===== config.mk =====
export PLATFORM = sky130hd
export DESIGN_NAME = dff_skid_slice
export DESIGN_NICKNAME = d
export VERILOG_FILES = /design/src/rtl/dff_skid_slice.sv
export SDC_FILE = /design/constraint.sdc
export NUM_CORES = 1
export LEC_CHECK = 0
export CELL_PAD_IN_SITES_DETAIL_PLACEMENT = 1
export CELL_PAD_IN_SITES_GLOBAL_PLACEMENT = 1
export CORE_AREA = 2 2 51 89
export CTS_BUF_LIST = sky130_fd_sc_hd__clkbuf_8
export DETAILED_ROUTE_END_ITERATION = 8
export DIE_AREA = 0 0 53 91
export GPL_ROUTABILITY_DRIVEN = 0
export HOLD_SLACK_MARGIN = 0.1
export PLACE_DENSITY = 0.85
export SYNTH_ARGS = -nofsm -noshare
export SYNTH_HDL_FRONTEND = slang
export SYNTH_SLANG_ARGS = --single-unit

===== constraint.sdc =====
create_clock -name clk -period 4.5 [get_ports clk]
set_input_delay 0.45 -clock clk [delete_from_list [all_inputs] [get_ports clk]]
set_output_delay 0.45 -clock clk [all_outputs]
set_load 0.005 [all_outputs]

===== src/rtl/dff_skid_slice.sv =====
// Two-entry registered valid/ready pipeline slice (main + skid register).
// Every output is driven directly by a flop, so both handshake directions are cut.
module dff_skid_slice #(
  parameter int DATA_WIDTH = 16
) (
  input  logic                  clk,
  input  logic                  rstn,
  input  logic                  flush,
  input  logic                  s_valid,
  output logic                  s_ready,
  input  logic [DATA_WIDTH-1:0] s_data,
  output logic                  m_valid,
  input  logic                  m_ready,
  output logic [DATA_WIDTH-1:0] m_data,
  output logic [1:0]            count
);

  typedef enum logic [1:0] {
    EMPTY = 2'd0,
    ONE   = 2'd1,
    FULL  = 2'd2
  } state_t;

  state_t                state, state_nxt;
  logic [DATA_WIDTH-1:0] main_q, main_nxt;
  logic [DATA_WIDTH-1:0] skid_q, skid_nxt;
  logic                  m_valid_nxt, s_ready_nxt;
  logic                  in_xfer, out_xfer;

  assign in_xfer  = s_valid & s_ready;
  assign out_xfer = m_valid & m_ready;

  always_ff @(posedge clk or negedge rstn) begin
    if (!rstn) begin
      state   <= EMPTY;
      main_q  <= '0;
      skid_q  <= '0;
      m_valid <= 1'b0;
      s_ready <= 1'b1;
    end else begin
      state   <= state_nxt;
      main_q  <= main_nxt;
      skid_q  <= skid_nxt;
      m_valid <= m_valid_nxt;
      s_ready <= s_ready_nxt;
    end
  end

  // Handshake flags are computed from the next state so they stay registered.
  always_comb begin
    state_nxt = state;
    main_nxt  = main_q;
    skid_nxt  = skid_q;
    if (flush) begin
      state_nxt = EMPTY;
      main_nxt  = '0;
      skid_nxt  = '0;
    end else begin
      case (state)
        EMPTY: begin
          if (in_xfer) begin
            main_nxt  = s_data;
            state_nxt = ONE;
          end
        end
        ONE: begin
          if (in_xfer && out_xfer) begin
            main_nxt = s_data;
          end else if (in_xfer) begin
            skid_nxt  = s_data;
            state_nxt = FULL;
          end else if (out_xfer) begin
            state_nxt = EMPTY;
          end
        end
        FULL: begin
          if (out_xfer) begin
            main_nxt  = skid_q;
            state_nxt = ONE;
          end
        end
        default: state_nxt = EMPTY;
      endcase
    end
    m_valid_nxt = (state_nxt != EMPTY);
    s_ready_nxt = (state_nxt != FULL);
  end

  assign m_data = main_q;
  assign count  = state;

endmodule


### Word-level counts from Yosys, hierarchy flattened

Cells that the tools add are included.

* memories: 0
* bits in latches: 0
* output and inout bits: 20
* bits in writable memories: 0
* logic and storage cells: 37
* input port bits: 21
* register bits after elaboration: 36
* bits in read-only memories: 0

* equality and inequality tests: 7
* multipliers: 0
* shift-type cells: 0
* multiplexer cells: 15
* order comparisons: 0
* divide/modulo/power cells: 0
* $add $sub $neg: 0
* bitwise logic cells: 2
* reductions and logical operators: 8

Operators with widths (number)
* two-way mux 16 bit: 7
* one-hot mux 16 bit (3 select lines): 1
* two-way mux 2 bit: 6
* inequality test 3 bit, second input constant: 3
* one-hot mux 2 bit (3 select lines): 1
* nonzero test 2 bit: 3
* inequality test 2 bit, second input constant: 2
* AND reduction 4 bit: 1
* nonzero test 4 bit: 1
* AND reduction 3 bit: 1
* bitwise AND 1 bit: 2
* equality test 2 x 1 -> 1 bit, second input constant: 1
* equality test 2 bit, second input constant: 1
* logical NOT 2 bit: 1
* logical AND 1 bit: 1

### Logic depth before layout (Yosys ltp)

Gate-level depths: netlist (run 1).

* depth after elaboration: 7
* gate-level depth with buffers: 8
* mapped depth without buffers: 4

### Worst setup path after synthesis (run 1)

OpenSTA, ideal clock, no wires.

* path type: register -> register
* from: register s_ready
* to: register main_q[10] (netlist: m_data[10])
* path buffers: 1
* data required time: 4.412 ns
* library setup time: 0.088 ns
* clock period less this slack: 1.781 ns
* slack: 2.719 ns
* arrival time: 1.693 ns
* cell stages (with the launch flop): 6
* cell sequence: dfstp_2 > nand2_1 > nor3_1 > clkbuf_1 > nor3_1 > a211oi_2

* cells in the longest elaborated chain, start to end: 4
* elaborated cells between the ends (all ways): 5
* classes of those cells: eq/ne (2); bitwise (1); reduce/logical (2)

Ends and longest elaborated chain
* from (decl): RTL line 10 `output logic s_ready,`
* from (signal assigned): RTL line 45 `s_ready <= s_ready_nxt;`
* bitwise AND 1 bit (*): RTL line 30 `assign in_xfer = s_valid & s_ready;`
* logical AND 1 bit: RTL line 67 `if (in_xfer && out_xfer) begin`
* inequality test 3 bit (no line)
* AND reduction 4 bit (no line) (*)
* to (signal assigned): RTL line 42 `main_q <= main_nxt;`
* to (decl): RTL line 25 `logic [DATA_WIDTH-1:0] main_q, main_nxt;`

Every way passes the cells marked *; elsewhere a longest branch is shown, timed or not.
A chain may end at the register's enable or synchronous reset.

### Worst setup path after layout (run 1)

* from: register state[1] (netlist: count[1])
* to: register main_q[1] (netlist: m_data[1])

* cells in the longest elaborated chain, start to end: 3
* elaborated cells between the ends (all ways): 10
* classes of those cells: eq/ne (5); mux (2); reduce/logical (3)

Ends and longest elaborated chain
* from (decl): RTL line 24 `state_t state, state_nxt;`
* from (signal assigned): RTL line 41 `state <= state_nxt;`
* equality test 2 x 1 -> 1 bit (tied with other cells): RTL line 59 `case (state)`
* inequality test 3 bit (no line) (tied with other cells)
* AND reduction 4 bit (no line) / two-way mux 16 bit (equally long branches)

Parallel ways exist; a longest one is shown, timed or not.

==> results of run 1 <==
-- sequential cells by signal, summed over array words and instances, names as in the netlist --
register  cells
m_data       16
m_valid       1
count         2
skid_q       16
s_ready       1
-- synth_stat cells (all sizes together) --
cell type and count:
dfrtp 35, mux2i 32, nor2 17, nor3 17, a211oi 16, buf 8
clkbuf 5, nand2 4, a21oi 2, o21ba 2, a21o 1, a311oi 1
and3b 1, dfstp 1, inv 1, nand3 1, nor2b 1, or2 1
-- per-layer routing --
layer | wire length [um] | vias to the layer above | GRT usage
met5 | 0 | - | 0
met4 | 69 | 0 | 0.0641
met3 | 160 | 8 | 0.0477
met2 | 2200 | 28 | 0.307
met1 | 1600 | 647 | 0.234
li1 | - | 595 | -
-- metrics by stage --
stage / setup slack [ns] / cells / power [uW]
after floorplan: 2.72 / 146 / 477
after global placement: 1.89 / 225 / 557
after detailed placement: 1.74 / 225 / 567
after CTS: 1.97 / 233 / 820
after global routing: 1.81 / 233 / 846
final: 2.01 / 233 / 812
-- area by class of cell --
| type | instances | area (um2) | share of cell area |
|---|---|---|---|
| tap | 49 | 61.3 | 0.0276 |
| multi-input combinational | 96 | 734 | 0.331 |
| clock buffer | 7 | 96.3 | 0.0434 |
| clock inverter | 1 | 3.75 | 0.00169 |
| sequential | 36 | 902 | 0.406 |
| inverter | 1 | 3.75 | 0.00169 |
| timing repair buffer | 43 | 418 | 0.188 |
-- power groups by stage --
stage	Sequential [uW]	Combinational, uW	Clock [uW]
CTS	374	189	258
detailed placement	379	188	0
finish	373	185	253
global route	377	202	267
floorplan	375	101	0
global placement	377	179	0
-- critical path, cell delays in order, from the launching register on --
cell and delay, ns:
sky130_fd_sc_hd__dfrtp_1 0.43, sky130_fd_sc_hd__nor2b_2 0.17, sky130_fd_sc_hd__buf_4 0.31, sky130_fd_sc_hd__o21ba_1 0.55
sky130_fd_sc_hd__or2_1 0.68, sky130_fd_sc_hd__a211oi_1 0.18
-- logic make-up (layout without fill, tap and decap cells) --
group / count (synthesis) / after routing / synth area share
AO/OA/AOI/OAI: 22 / 22 / 0.126
buffers and inverters: 14 / 52 / 0.0503
flip-flops: 36 / 36 / 0.526
multiplexers: 32 / 32 / 0.187
AND/OR/NAND/NOR: 42 / 42 / 0.111
-- worst min path at each step --
stage | from | endpoint | slack, ns | cells after the start
floorplan | rstn | count[0] | 0.15 | 0
global placement | skid_q[6] | skid_q[6] | 0.50 | 2
detailed placement | skid_q[7] | skid_q[7] | 0.52 | 2
CTS | rstn | skid_q[15] | 0.27 | 1
global route | rstn | skid_q[15] | 0.32 | 1
finish | rstn | skid_q[15] | 0.25 | 1
==> flow_results.xml, run 1 <==
<?xml version="1.0" encoding="UTF-8"?>
<metrics>
  <group name="outcome">
    <metric name="result_of_the_run" unit="">finished clean</metric>
  </group>
  <group name="clocking">
    <metric name="cts-buffers-inserted" unit="">5</metric>
    <metric name="clk_pin_slew_worst_paths" unit="ns">0.07</metric>
    <metric name="ctsLongestPathBuffers" unit="">2</metric>
    <metric name="number_of_h_tree_branching_levels" unit="">2</metric>
    <metric name="numClockSinks" unit="">36</metric>
    <metric name="clock_insertion_delay_worst_skew" unit="ns">0.29</metric>
    <metric name="cts_resized" unit="">0</metric>
    <metric name="tritoncts_clock_tree" unit="">done</metric>
    <metric name="ctsRootBufferMaster" unit="">sky130_fd_sc_hd__clkbuf_8</metric>
    <metric name="post_cts_hold_buffer_count" unit="">0</metric>
    <metric name="post_cts.repair.setup_buffers" unit="">0</metric>
  </group>
  <group name="power_and_ir_drop">
    <metric name="share_comb_of_total_power" unit="">0.228</metric>
    <metric name="share_of_power_burned_in_registers" unit="">0.459</metric>
    <metric name="pwr_density_cell" unit="mW/mm2">366</metric>
    <metric name="vdd_drop_max" unit="mV">0.256</metric>
    <metric name="swShare" unit="">0.274</metric>
    <metric name="power.net_switching" unit="uW">223</metric>
    <metric name="power.internal" unit="uW">589</metric>
    <metric name="leakage" unit="uW">0.00101</metric>
    <metric name="clock_power_share" unit="">0.312</metric>
  </group>
  <group name="yosys">
    <metric name="syn_inst" unit="">146</metric>
    <metric name="yosys_register_bits" unit="">36</metric>
    <metric name="synth_cell_types" unit="">22</metric>
    <metric name="ys.warnings.count" unit="">0</metric>
    <metric name="netlist_area" unit="mm2">0.00172</metric>
    <metric name="synth_largest_area_cell" unit="">sky130_fd_sc_hd__dfrtp_1</metric>
    <metric name="synth.avg_cell_area" unit="um2">11.7</metric>
    <metric name="synth.yosys.seq_area_share" unit="">0.526</metric>
    <metric name="post_synth_main_area_contributors" unit="">sky130_fd_sc_hd__dfrtp_1 (51%), sky130_fd_sc_hd__mux2i_1 (19%), sky130_fd_sc_hd__a211oi_2 (7.3%), sky130_fd_sc_hd__nor3_1 (5.0%), sky130_fd_sc_hd__nor2_1 (3.7%)</metric>
    <metric name="yosys.area.top_type_share" unit="">0.511</metric>
    <metric name="synth_fp_nets" unit="">167</metric>
  </group>
  <group name="global_routing">
    <metric name="globalRoute.totalOverflow" unit="">0</metric>
    <metric name="antenna_found_initial" unit="">0</metric>
    <metric name="grt_first_pass_wirelength" unit="um">6620</metric>
    <metric name="gr-usage-all-layers" unit="">0.188</metric>
    <metric name="first_global_vias" unit="">1332</metric>
    <metric name="grt_max_degree" unit="">37</metric>
  </group>
  <group name="sta">
    <metric name="timing_max_transition_violations_final" unit="">0</metric>
    <metric name="final.period_utilization" unit="">0.554</metric>
    <metric name="setup_violations" unit="">0</metric>
    <metric name="final-hold-violation-count" unit="">0</metric>
    <metric name="setup_total_negative_slack" unit="ns">0</metric>
    <metric name="finClkSkew" unit="ns">0.00308</metric>
    <metric name="tightest_slew" unit="ns">1.14</metric>
    <metric name="rsz0062_at_grt" unit="">false</metric>
    <metric name="min_tclk_post_route" unit="ns">2.49</metric>
    <metric name="max_freq" unit="MHz">401</metric>
    <metric name="slew_headroom" unit="">0.240</metric>
    <metric name="hold_ws" unit="ns">0.247</metric>
  </group>
  <group name="detailed_routing">
    <metric name="drt_first_iter_violations" unit="">19</metric>
    <metric name="postRouteWirelength" unit="um">4040</metric>
    <metric name="post_drt_wl_per_cell" unit="um">17.3</metric>
    <metric name="detailroute.via_count" unit="">1278</metric>
    <metric name="remaining_drc_errors" unit="">0</metric>
    <metric name="detail_route.first_pass.iterations" unit="">4</metric>
    <metric name="detail-route-antenna-nets" unit="">0</metric>
    <metric name="viasPerCell" unit="">5.48</metric>
  </group>
  <group name="floorplanning">
    <metric name="die-area" unit="mm2">0.00482</metric>
    <metric name="num_io_pins" unit="">41</metric>
    <metric name="fp-row-count" unit="">31</metric>
    <metric name="fp.coreArea" unit="mm2">0.00407</metric>
    <metric name="die_y" unit="um">91</metric>
    <metric name="die_w" unit="um">53</metric>
    <metric name="initial_utilization" unit="">0.421</metric>
  </group>
  <group name="setup_path">
    <metric name="timing.rr.start" unit="">count[1]</metric>
    <metric name="reg2regPathDepth" unit="">5</metric>
    <metric name="cp.required" unit="ns">4.62</metric>
    <metric name="worst_setup_path_startpoint" unit="">count[1]</metric>
    <metric name="worst_ep_arrival_time" unit="ns">2.62</metric>
    <metric name="critical_path.endpoint" unit="">m_data[1]</metric>
    <metric name="cp-start-kind" unit="">flop</metric>
    <metric name="r2r-end" unit="">m_data[1]</metric>
    <metric name="worst_setup_path_class" unit="">flop to flop</metric>
    <metric name="timing.critical_path.to_type" unit="">flop</metric>
    <metric name="slack_of_the_worst_reg_to_reg_path" unit="ns">2.01</metric>
    <metric name="cp_max_fo" unit="">19</metric>
  </group>
  <group name="place">
    <metric name="post-dp-hpwl" unit="um">2850</metric>
    <metric name="portBuffers" unit="">40</metric>
    <metric name="dpl_cell_area" unit="mm2">0.00212</metric>
  </group>
  <group name="finish">
    <metric name="area_delta_synth_final" unit="%">29.4</metric>
    <metric name="final_nets" unit="">204</metric>
    <metric name="final_design_area_no_fill" unit="mm2">0.00222</metric>
    <metric name="num_antenna_cells" unit="">0</metric>
    <metric name="drive_above_1_share" unit="">0.136</metric>
    <metric name="layout_common_cells" unit="">sky130_fd_sc_hd__clkdlybuf4s50_1 (39), sky130_fd_sc_hd__dfrtp_1 (35), sky130_fd_sc_hd__mux2i_1 (32)</metric>
    <metric name="layout_commonest_cell" unit="">sky130_fd_sc_hd__clkdlybuf4s50_1</metric>
    <metric name="utilization" unit="">0.545</metric>
    <metric name="fillerInstances" unit="">443</metric>
  </group>
  <group name="min_path">
    <metric name="worst_min_path_class" unit="">input port to async pin</metric>
  </group>
  <group name="run">
    <metric name="max-cap-violations" unit="">0</metric>
  </group>
</metrics>
Note: power is estimated with default switching activity, not from simulation.
==> run 2, diff against run 1 <==
--- a/config.mk
+++ b/config.mk
@@ -7,13 +7,13 @@
 export LEC_CHECK = 0
 export CELL_PAD_IN_SITES_DETAIL_PLACEMENT = 1
 export CELL_PAD_IN_SITES_GLOBAL_PLACEMENT = 1
-export CORE_AREA = 2 2 51 89
+export CORE_AREA = 2 2 53 92
 export CTS_BUF_LIST = sky130_fd_sc_hd__clkbuf_8
 export DETAILED_ROUTE_END_ITERATION = 8
-export DIE_AREA = 0 0 53 91
+export DIE_AREA = 0 0 55 94
 export GPL_ROUTABILITY_DRIVEN = 0
 export HOLD_SLACK_MARGIN = 0.1
-export PLACE_DENSITY = 0.85
+export PLACE_DENSITY = 0.79
 export SYNTH_ARGS = -nofsm -noshare
 export SYNTH_HDL_FRONTEND = slang
 export SYNTH_SLANG_ARGS = --single-unit
==> constraint.sdc (replaced) <==
create_clock -name clk -period 2.5 [get_ports clk]
set_input_delay 0.25 -clock clk [delete_from_list [all_inputs] [get_ports clk]]
set_output_delay 0.25 -clock clk [all_outputs]
set_load 0.005 [all_outputs]
==> flow_results.xml, run 2 (synthesis results as in run 1) <==
<?xml version="1.0" encoding="UTF-8"?>
<metrics>
  <group name="setup_path">
    <metric name="worst_setup_path_startpoint" unit="">s_ready</metric>
    <metric name="timing.critical_path.to_type" unit="">flop</metric>
    <metric name="cp.required" unit="ns">2.62</metric>
    <metric name="cp-start-kind" unit="">flop</metric>
    <metric name="reg2regPathDepth" unit="">4</metric>
    <metric name="cp_max_fo" unit="">16</metric>
    <metric name="r2r-end" unit="">m_data[5]</metric>
    <metric name="slack_of_the_worst_reg_to_reg_path" unit="ns">0.60</metric>
    <metric name="timing.rr.start" unit="">s_ready</metric>
    <metric name="critical_path.endpoint" unit="">m_data[5]</metric>
    <metric name="worst_ep_arrival_time" unit="ns">2.02</metric>
    <metric name="worst_setup_path_class" unit="">flop to flop</metric>
  </group>
  <group name="place">
    <metric name="post-dp-hpwl" unit="um">2960</metric>
    <metric name="dpl_worst_slack" unit="ns">0.389</metric>
    <metric name="portBuffers" unit="">40</metric>
  </group>
  <group name="global_routing">
    <metric name="grt_first_pass_wirelength" unit="um">6840</metric>
    <metric name="grt_max_degree" unit="">37</metric>
    <metric name="gr-usage-all-layers" unit="">0.184</metric>
    <metric name="first_global_vias" unit="">1451</metric>
    <metric name="globalRoute.totalOverflow" unit="">0</metric>
    <metric name="antenna_found_initial" unit="">0</metric>
  </group>
  <group name="sta">
    <metric name="final-hold-violation-count" unit="">0</metric>
    <metric name="min_tclk_post_route" unit="ns">1.91</metric>
    <metric name="slew_headroom" unit="">0.450</metric>
    <metric name="tightest_slew" unit="ns">0.825</metric>
    <metric name="rsz0062_at_grt" unit="">false</metric>
    <metric name="setup_violations" unit="">0</metric>
    <metric name="setup_total_negative_slack" unit="ns">0</metric>
    <metric name="finClkSkew" unit="ns">0.00510</metric>
    <metric name="max_freq" unit="MHz">525</metric>
    <metric name="final.period_utilization" unit="">0.762</metric>
    <metric name="setup_slack" unit="ns">0.595</metric>
    <metric name="timing_max_transition_violations_final" unit="">0</metric>
  </group>
  <group name="floorplanning">
    <metric name="die_w" unit="um">55</metric>
    <metric name="die_y" unit="um">94</metric>
    <metric name="initial_utilization" unit="">0.389</metric>
    <metric name="die-area" unit="mm2">0.00517</metric>
    <metric name="fp-row-count" unit="">32</metric>
    <metric name="num_io_pins" unit="">41</metric>
    <metric name="fp.coreArea" unit="mm2">0.00440</metric>
  </group>
  <group name="finish">
    <metric name="area_delta_synth_final" unit="%">31.0</metric>
    <metric name="final_nets" unit="">208</metric>
    <metric name="layout_common_cells" unit="">sky130_fd_sc_hd__clkdlybuf4s50_1 (39), sky130_fd_sc_hd__dfrtp_1 (35), sky130_fd_sc_hd__mux2i_1 (32)</metric>
    <metric name="utilization" unit="">0.510</metric>
    <metric name="num_antenna_cells" unit="">0</metric>
    <metric name="fillerInstances" unit="">486</metric>
    <metric name="layout_commonest_cell" unit="">sky130_fd_sc_hd__clkdlybuf4s50_1</metric>
    <metric name="drive_above_1_share" unit="">0.154</metric>
  </group>
  <group name="detailed_routing">
    <metric name="remaining_drc_errors" unit="">0</metric>
    <metric name="drt_first_iter_violations" unit="">41</metric>
    <metric name="detail_route.first_pass.iterations" unit="">4</metric>
    <metric name="detail-route-antenna-nets" unit="">0</metric>
    <metric name="post_drt_wl_per_cell" unit="um">17.5</metric>
    <metric name="detailroute.via_count" unit="">1277</metric>
    <metric name="viasPerCell" unit="">5.34</metric>
    <metric name="postRouteWirelength" unit="um">4180</metric>
  </group>
  <group name="clocking">
    <metric name="clock_insertion_delay_worst_skew" unit="ns">0.29</metric>
    <metric name="cts-buffers-inserted" unit="">5</metric>
    <metric name="ctsLongestPathBuffers" unit="">2</metric>
    <metric name="number_of_h_tree_branching_levels" unit="">2</metric>
    <metric name="ctsRootBufferMaster" unit="">sky130_fd_sc_hd__clkbuf_8</metric>
    <metric name="clk_pin_slew_worst_paths" unit="ns">0.07</metric>
    <metric name="numClockSinks" unit="">36</metric>
    <metric name="tritoncts_clock_tree" unit="">done</metric>
  </group>
  <group name="power_and_ir_drop">
    <metric name="pwr_density_cell" unit="mW/mm2">639</metric>
    <metric name="leakage" unit="uW">0.00103</metric>
    <metric name="vdd_drop_max" unit="mV">0.360</metric>
  </group>
  <group name="run">
    <metric name="max-cap-violations" unit="">0</metric>
  </group>
  <group name="min_path">
    <metric name="worst_min_path_class" unit="">flop to flop</metric>
  </group>
  <group name="outcome">
    <metric name="result_of_the_run" unit="">finished clean</metric>
  </group>
</metrics>
-- run 2: cell count changes in the layout (fill, tap and decap cells not counted) --
cell / previous run / this run
sky130_fd_sc_hd__dlygate4sd3_1: 0 / 1
sky130_fd_sc_hd__clkinv_2: 0 / 2
sky130_fd_sc_hd__buf_4: 3 / 6
sky130_fd_sc_hd__inv_1: 2 / 1
sky130_fd_sc_hd__clkbuf_8: 7 / 6
-- run 2: routing by layer --
layer | wire [um] | up-vias | track usage
li1 | - | 597 | -
met1 | 1710 | 646 | 0.215
met2 | 2260 | 28 | 0.308
met3 | 148 | 6 | 0.0430
met4 | 63 | 0 | 0.0772
met5 | 0 | - | 0
-- run 2: layout make-up --
class,instances,area [um2],share of cell area
clock inverters,2,10.0,0.00445
flip-flops and latches,36,902,0.401
clock buffers,6,82.6,0.0367
well taps,51,63.8,0.0284
multi-input cells,96,734,0.327
inverters,1,3.75,0.00167
repair buffers,47,450,0.200
-- run 2: report_power, final --
part           total, uW  switching (uW)  internal [uW]
sequential           671            37.0            634
combinational        340             158            182
clock                425             205            220
total               1440             400           1040
-- run 2: critical path: stages, from the launching register on --
cell and delay, ns:
sky130_fd_sc_hd__dfstp_2 0.55, sky130_fd_sc_hd__and3b_1 0.18, sky130_fd_sc_hd__o21ba_1 0.16, sky130_fd_sc_hd__or2_1 0.63
sky130_fd_sc_hd__a211oi_1 0.20
-- run 2: worst min path at each step --
stage	from	to	slack, ns	cells after the start
floorplan	rstn	count[0]	-0.05	0
global placement	rstn	skid_q[14]	0.37	1
detailed placement	rstn	skid_q[7]	0.39	1
CTS	skid_q[9]	skid_q[9]	0.54	2
global route	skid_q[12]	skid_q[12]	0.57	2
finish	skid_q[8]	skid_q[8]	0.53	2
-- run 2: through the flow --
stage	hold WS, ns	area (um2)	std cells	power, uW
finish	0.529	2250	239	1440
global route	0.572	2250	239	1510
detailed placement	0.392	2140	230	1030
global placement	0.374	2140	230	1010
CTS	0.538	2250	239	1460
floorplan	-0.0456	1720	146	858
-- run 2: what timing repair did --
item | in CTS | in global routing
setup buffers | 0 | 0
hold buffers | 1 | 0
gates resized for setup | 0 | 0
hold endpoints to repair | 35 | 0
==> run 3, diff against run 2 <==
==> constraint.sdc (replaced) <==
create_clock -name clk -period 1.82 [get_ports clk]
set_input_delay 0.182 -clock clk [delete_from_list [all_inputs] [get_ports clk]]
set_output_delay 0.182 -clock clk [all_outputs]
set_load 0.005 [all_outputs]
==> flow_results.xml, run 3 (synthesis results as in run 1) <==
<?xml version="1.0" encoding="UTF-8"?>
<metrics>
  <group name="finish">
    <metric name="final_design_area_no_fill" unit="mm2">0.00229</metric>
    <metric name="final_cells" unit="">240</metric>
    <metric name="layout.area.seq" unit="um2">902</metric>
    <metric name="utilization" unit="">0.519</metric>
    <metric name="layout_common_cells" unit="">sky130_fd_sc_hd__clkdlybuf4s50_1 (39), sky130_fd_sc_hd__dfrtp_1 (35), sky130_fd_sc_hd__mux2i_1 (32)</metric>
    <metric name="fillerInstances" unit="">484</metric>
    <metric name="num_antenna_cells" unit="">0</metric>
    <metric name="area_delta_synth_final" unit="%">33.3</metric>
    <metric name="multi_input_comb_area" unit="um2">734</metric>
    <metric name="drive_above_1_share" unit="">0.153</metric>
    <metric name="final_nets" unit="">209</metric>
    <metric name="layout_commonest_cell" unit="">sky130_fd_sc_hd__clkdlybuf4s50_1</metric>
  </group>
  <group name="power_and_ir_drop">
    <metric name="vdd_drop_max" unit="mV">0.604</metric>
    <metric name="clock_power_share" unit="">0.305</metric>
    <metric name="swShare" unit="">0.272</metric>
    <metric name="pwr_density_cell" unit="mW/mm2">887</metric>
    <metric name="share_comb_of_total_power" unit="">0.241</metric>
    <metric name="power.internal" unit="uW">1480</metric>
    <metric name="leakage" unit="uW">0.00105</metric>
    <metric name="power.net_switching" unit="uW">552</metric>
    <metric name="share_of_power_burned_in_registers" unit="">0.454</metric>
  </group>
  <group name="global_routing">
    <metric name="grt_max_degree" unit="">37</metric>
    <metric name="globalRoute.totalOverflow" unit="">0</metric>
    <metric name="gr-usage-all-layers" unit="">0.198</metric>
    <metric name="antenna_found_initial" unit="">0</metric>
    <metric name="grt_first_pass_wirelength" unit="um">7130</metric>
    <metric name="first_global_vias" unit="">1428</metric>
  </group>
  <group name="sta">
    <metric name="tightest_slew" unit="ns">0.825</metric>
    <metric name="timing_max_transition_violations_final" unit="">0</metric>
    <metric name="finClkSkew" unit="ns">0.00982</metric>
    <metric name="max_freq" unit="MHz">619</metric>
    <metric name="final-hold-violation-count" unit="">0</metric>
    <metric name="setup_violations" unit="">0</metric>
    <metric name="min_tclk_post_route" unit="ns">1.62</metric>
    <metric name="final.period_utilization" unit="">0.888</metric>
    <metric name="rsz0062_at_grt" unit="">false</metric>
    <metric name="hold_ws" unit="ns">0.520</metric>
    <metric name="setup_total_negative_slack" unit="ns">0</metric>
    <metric name="slew_headroom" unit="">0.450</metric>
  </group>
  <group name="floorplanning">
    <metric name="initial_utilization" unit="">0.389</metric>
    <metric name="num_io_pins" unit="">41</metric>
    <metric name="die_y" unit="um">94</metric>
    <metric name="die-area" unit="mm2">0.00517</metric>
    <metric name="die_w" unit="um">55</metric>
    <metric name="fp-row-count" unit="">32</metric>
    <metric name="fp.coreArea" unit="mm2">0.00440</metric>
  </group>
  <group name="detailed_routing">
    <metric name="postRouteWirelength" unit="um">4360</metric>
    <metric name="drt_first_iter_violations" unit="">19</metric>
    <metric name="post_drt_wl_per_cell" unit="um">18.2</metric>
    <metric name="detail-route-antenna-nets" unit="">0</metric>
    <metric name="detail_route.first_pass.iterations" unit="">4</metric>
    <metric name="viasPerCell" unit="">5.48</metric>
    <metric name="detailroute.via_count" unit="">1314</metric>
    <metric name="remaining_drc_errors" unit="">0</metric>
  </group>
  <group name="clocking">
    <metric name="numClockSinks" unit="">36</metric>
    <metric name="post_cts.repair.setup_buffers" unit="">0</metric>
    <metric name="ctsLongestPathBuffers" unit="">2</metric>
    <metric name="clk_pin_slew_worst_paths" unit="ns">0.08</metric>
    <metric name="clock_insertion_delay_worst_skew" unit="ns">0.29</metric>
    <metric name="ctsRootBufferMaster" unit="">sky130_fd_sc_hd__clkbuf_8</metric>
    <metric name="tritoncts_clock_tree" unit="">done</metric>
    <metric name="number_of_h_tree_branching_levels" unit="">2</metric>
    <metric name="cts-buffers-inserted" unit="">5</metric>
    <metric name="cts_resized" unit="">0</metric>
  </group>
  <group name="place">
    <metric name="post-dp-hpwl" unit="um">3070</metric>
    <metric name="dp.cells" unit="">231</metric>
    <metric name="portBuffers" unit="">40</metric>
    <metric name="dpl_cell_area" unit="mm2">0.00218</metric>
  </group>
  <group name="setup_path">
    <metric name="crit_path_cell_trace" unit="">and3b_1 -&gt; o21ba_1 -&gt; or2_1 -&gt; buf_12 -&gt; a211oi_1</metric>
    <metric name="worst_ep_arrival_time" unit="ns">1.82</metric>
    <metric name="cp_max_fo" unit="">13</metric>
    <metric name="critical_path.top_delay_family" unit="">simple AND/OR/NAND/NOR gates</metric>
    <metric name="cp.required" unit="ns">2.02</metric>
    <metric name="timing.critical_path.buf_inv" unit="">1</metric>
    <metric name="worst_setup_path_class" unit="">flop to flop</metric>
    <metric name="crit_path_top_delay_cell" unit="">sky130_fd_sc_hd__dfrtp_1</metric>
    <metric name="max_stage_delay" unit="ns">0.43</metric>
    <metric name="timing.critical_path.to_type" unit="">flop</metric>
    <metric name="cp-start-kind" unit="">flop</metric>
  </group>
  <group name="min_path">
    <metric name="worst_min_path_class" unit="">input port to async pin</metric>
  </group>
  <group name="outcome">
    <metric name="result_of_the_run" unit="">finished clean</metric>
  </group>
  <group name="run">
    <metric name="max-cap-violations" unit="">0</metric>
  </group>
</metrics>
run 3: layout make-up:
cell class              instances  share of cell area
flip-flops and latches         36               0.394
multi-input cells              96               0.321
repair buffers                 48               0.211
clock buffers                   7              0.0421
well taps                      51              0.0279
clock inverters                 1             0.00164
inverters                       1             0.00164
run 3: metrics by stage:
step	worst slack (ns)	power [uW]
after floorplan	0.0393	1180
after global routing	0.120	2130
after detailed placement	-0.0212	1430
after global placement	0.0695	1400
after CTS	0.199	2060
final	0.205	2030
run 3: power groups by stage:
stage | Clock [uW] | Sequential (uW) | Combinational [uW]
5_1_grt | 672 | 931 | 532
3_3_place_gp | 0 | 932 | 470
2_1_floorplan | 0 | 928 | 251
6_report | 618 | 922 | 488
3_5_place_dp | 0 | 937 | 489
4_1_cts | 639 | 924 | 496
run 3: worst paths after layout:
check                               start        end  slack (ns)  depth (start not counted)
worst max register to register   count[1]  m_data[3]        0.20                          5
min in group clk                s_data[8]  skid_q[8]        0.53                          3
max in group asynchronous            rstn  skid_q[1]        0.78                          2
worst min-delay path                 rstn  m_data[8]        0.52                          2
worst min register to register  skid_q[7]  skid_q[7]        0.53                          2
worst max-delay path             count[1]  m_data[3]        0.20                          5
run 3: timing repair:
item,in CTS,in global routing
setup endpoints to repair,0,0
endpoints found under the hold margin,35,0
hold buffers,1,0
run 3: routing by layer:
| layer | routed length [um] | GRT usage |
|---|---|---|
| met4 | 96 | 0.0915 |
| met2 | 2440 | 0.334 |
| met5 | 0 | 0 |
| met1 | 1670 | 0.222 |
| met3 | 151 | 0.0525 |
run 3: worst register-to-register path, stage by stage, from the launching register on:
cell and delay, ns:
sky130_fd_sc_hd__dfrtp_1 0.43, sky130_fd_sc_hd__and3b_1 0.23, sky130_fd_sc_hd__o21ba_1 0.19, sky130_fd_sc_hd__or2_1 0.30
sky130_fd_sc_hd__buf_12 0.19, sky130_fd_sc_hd__a211oi_1 0.20
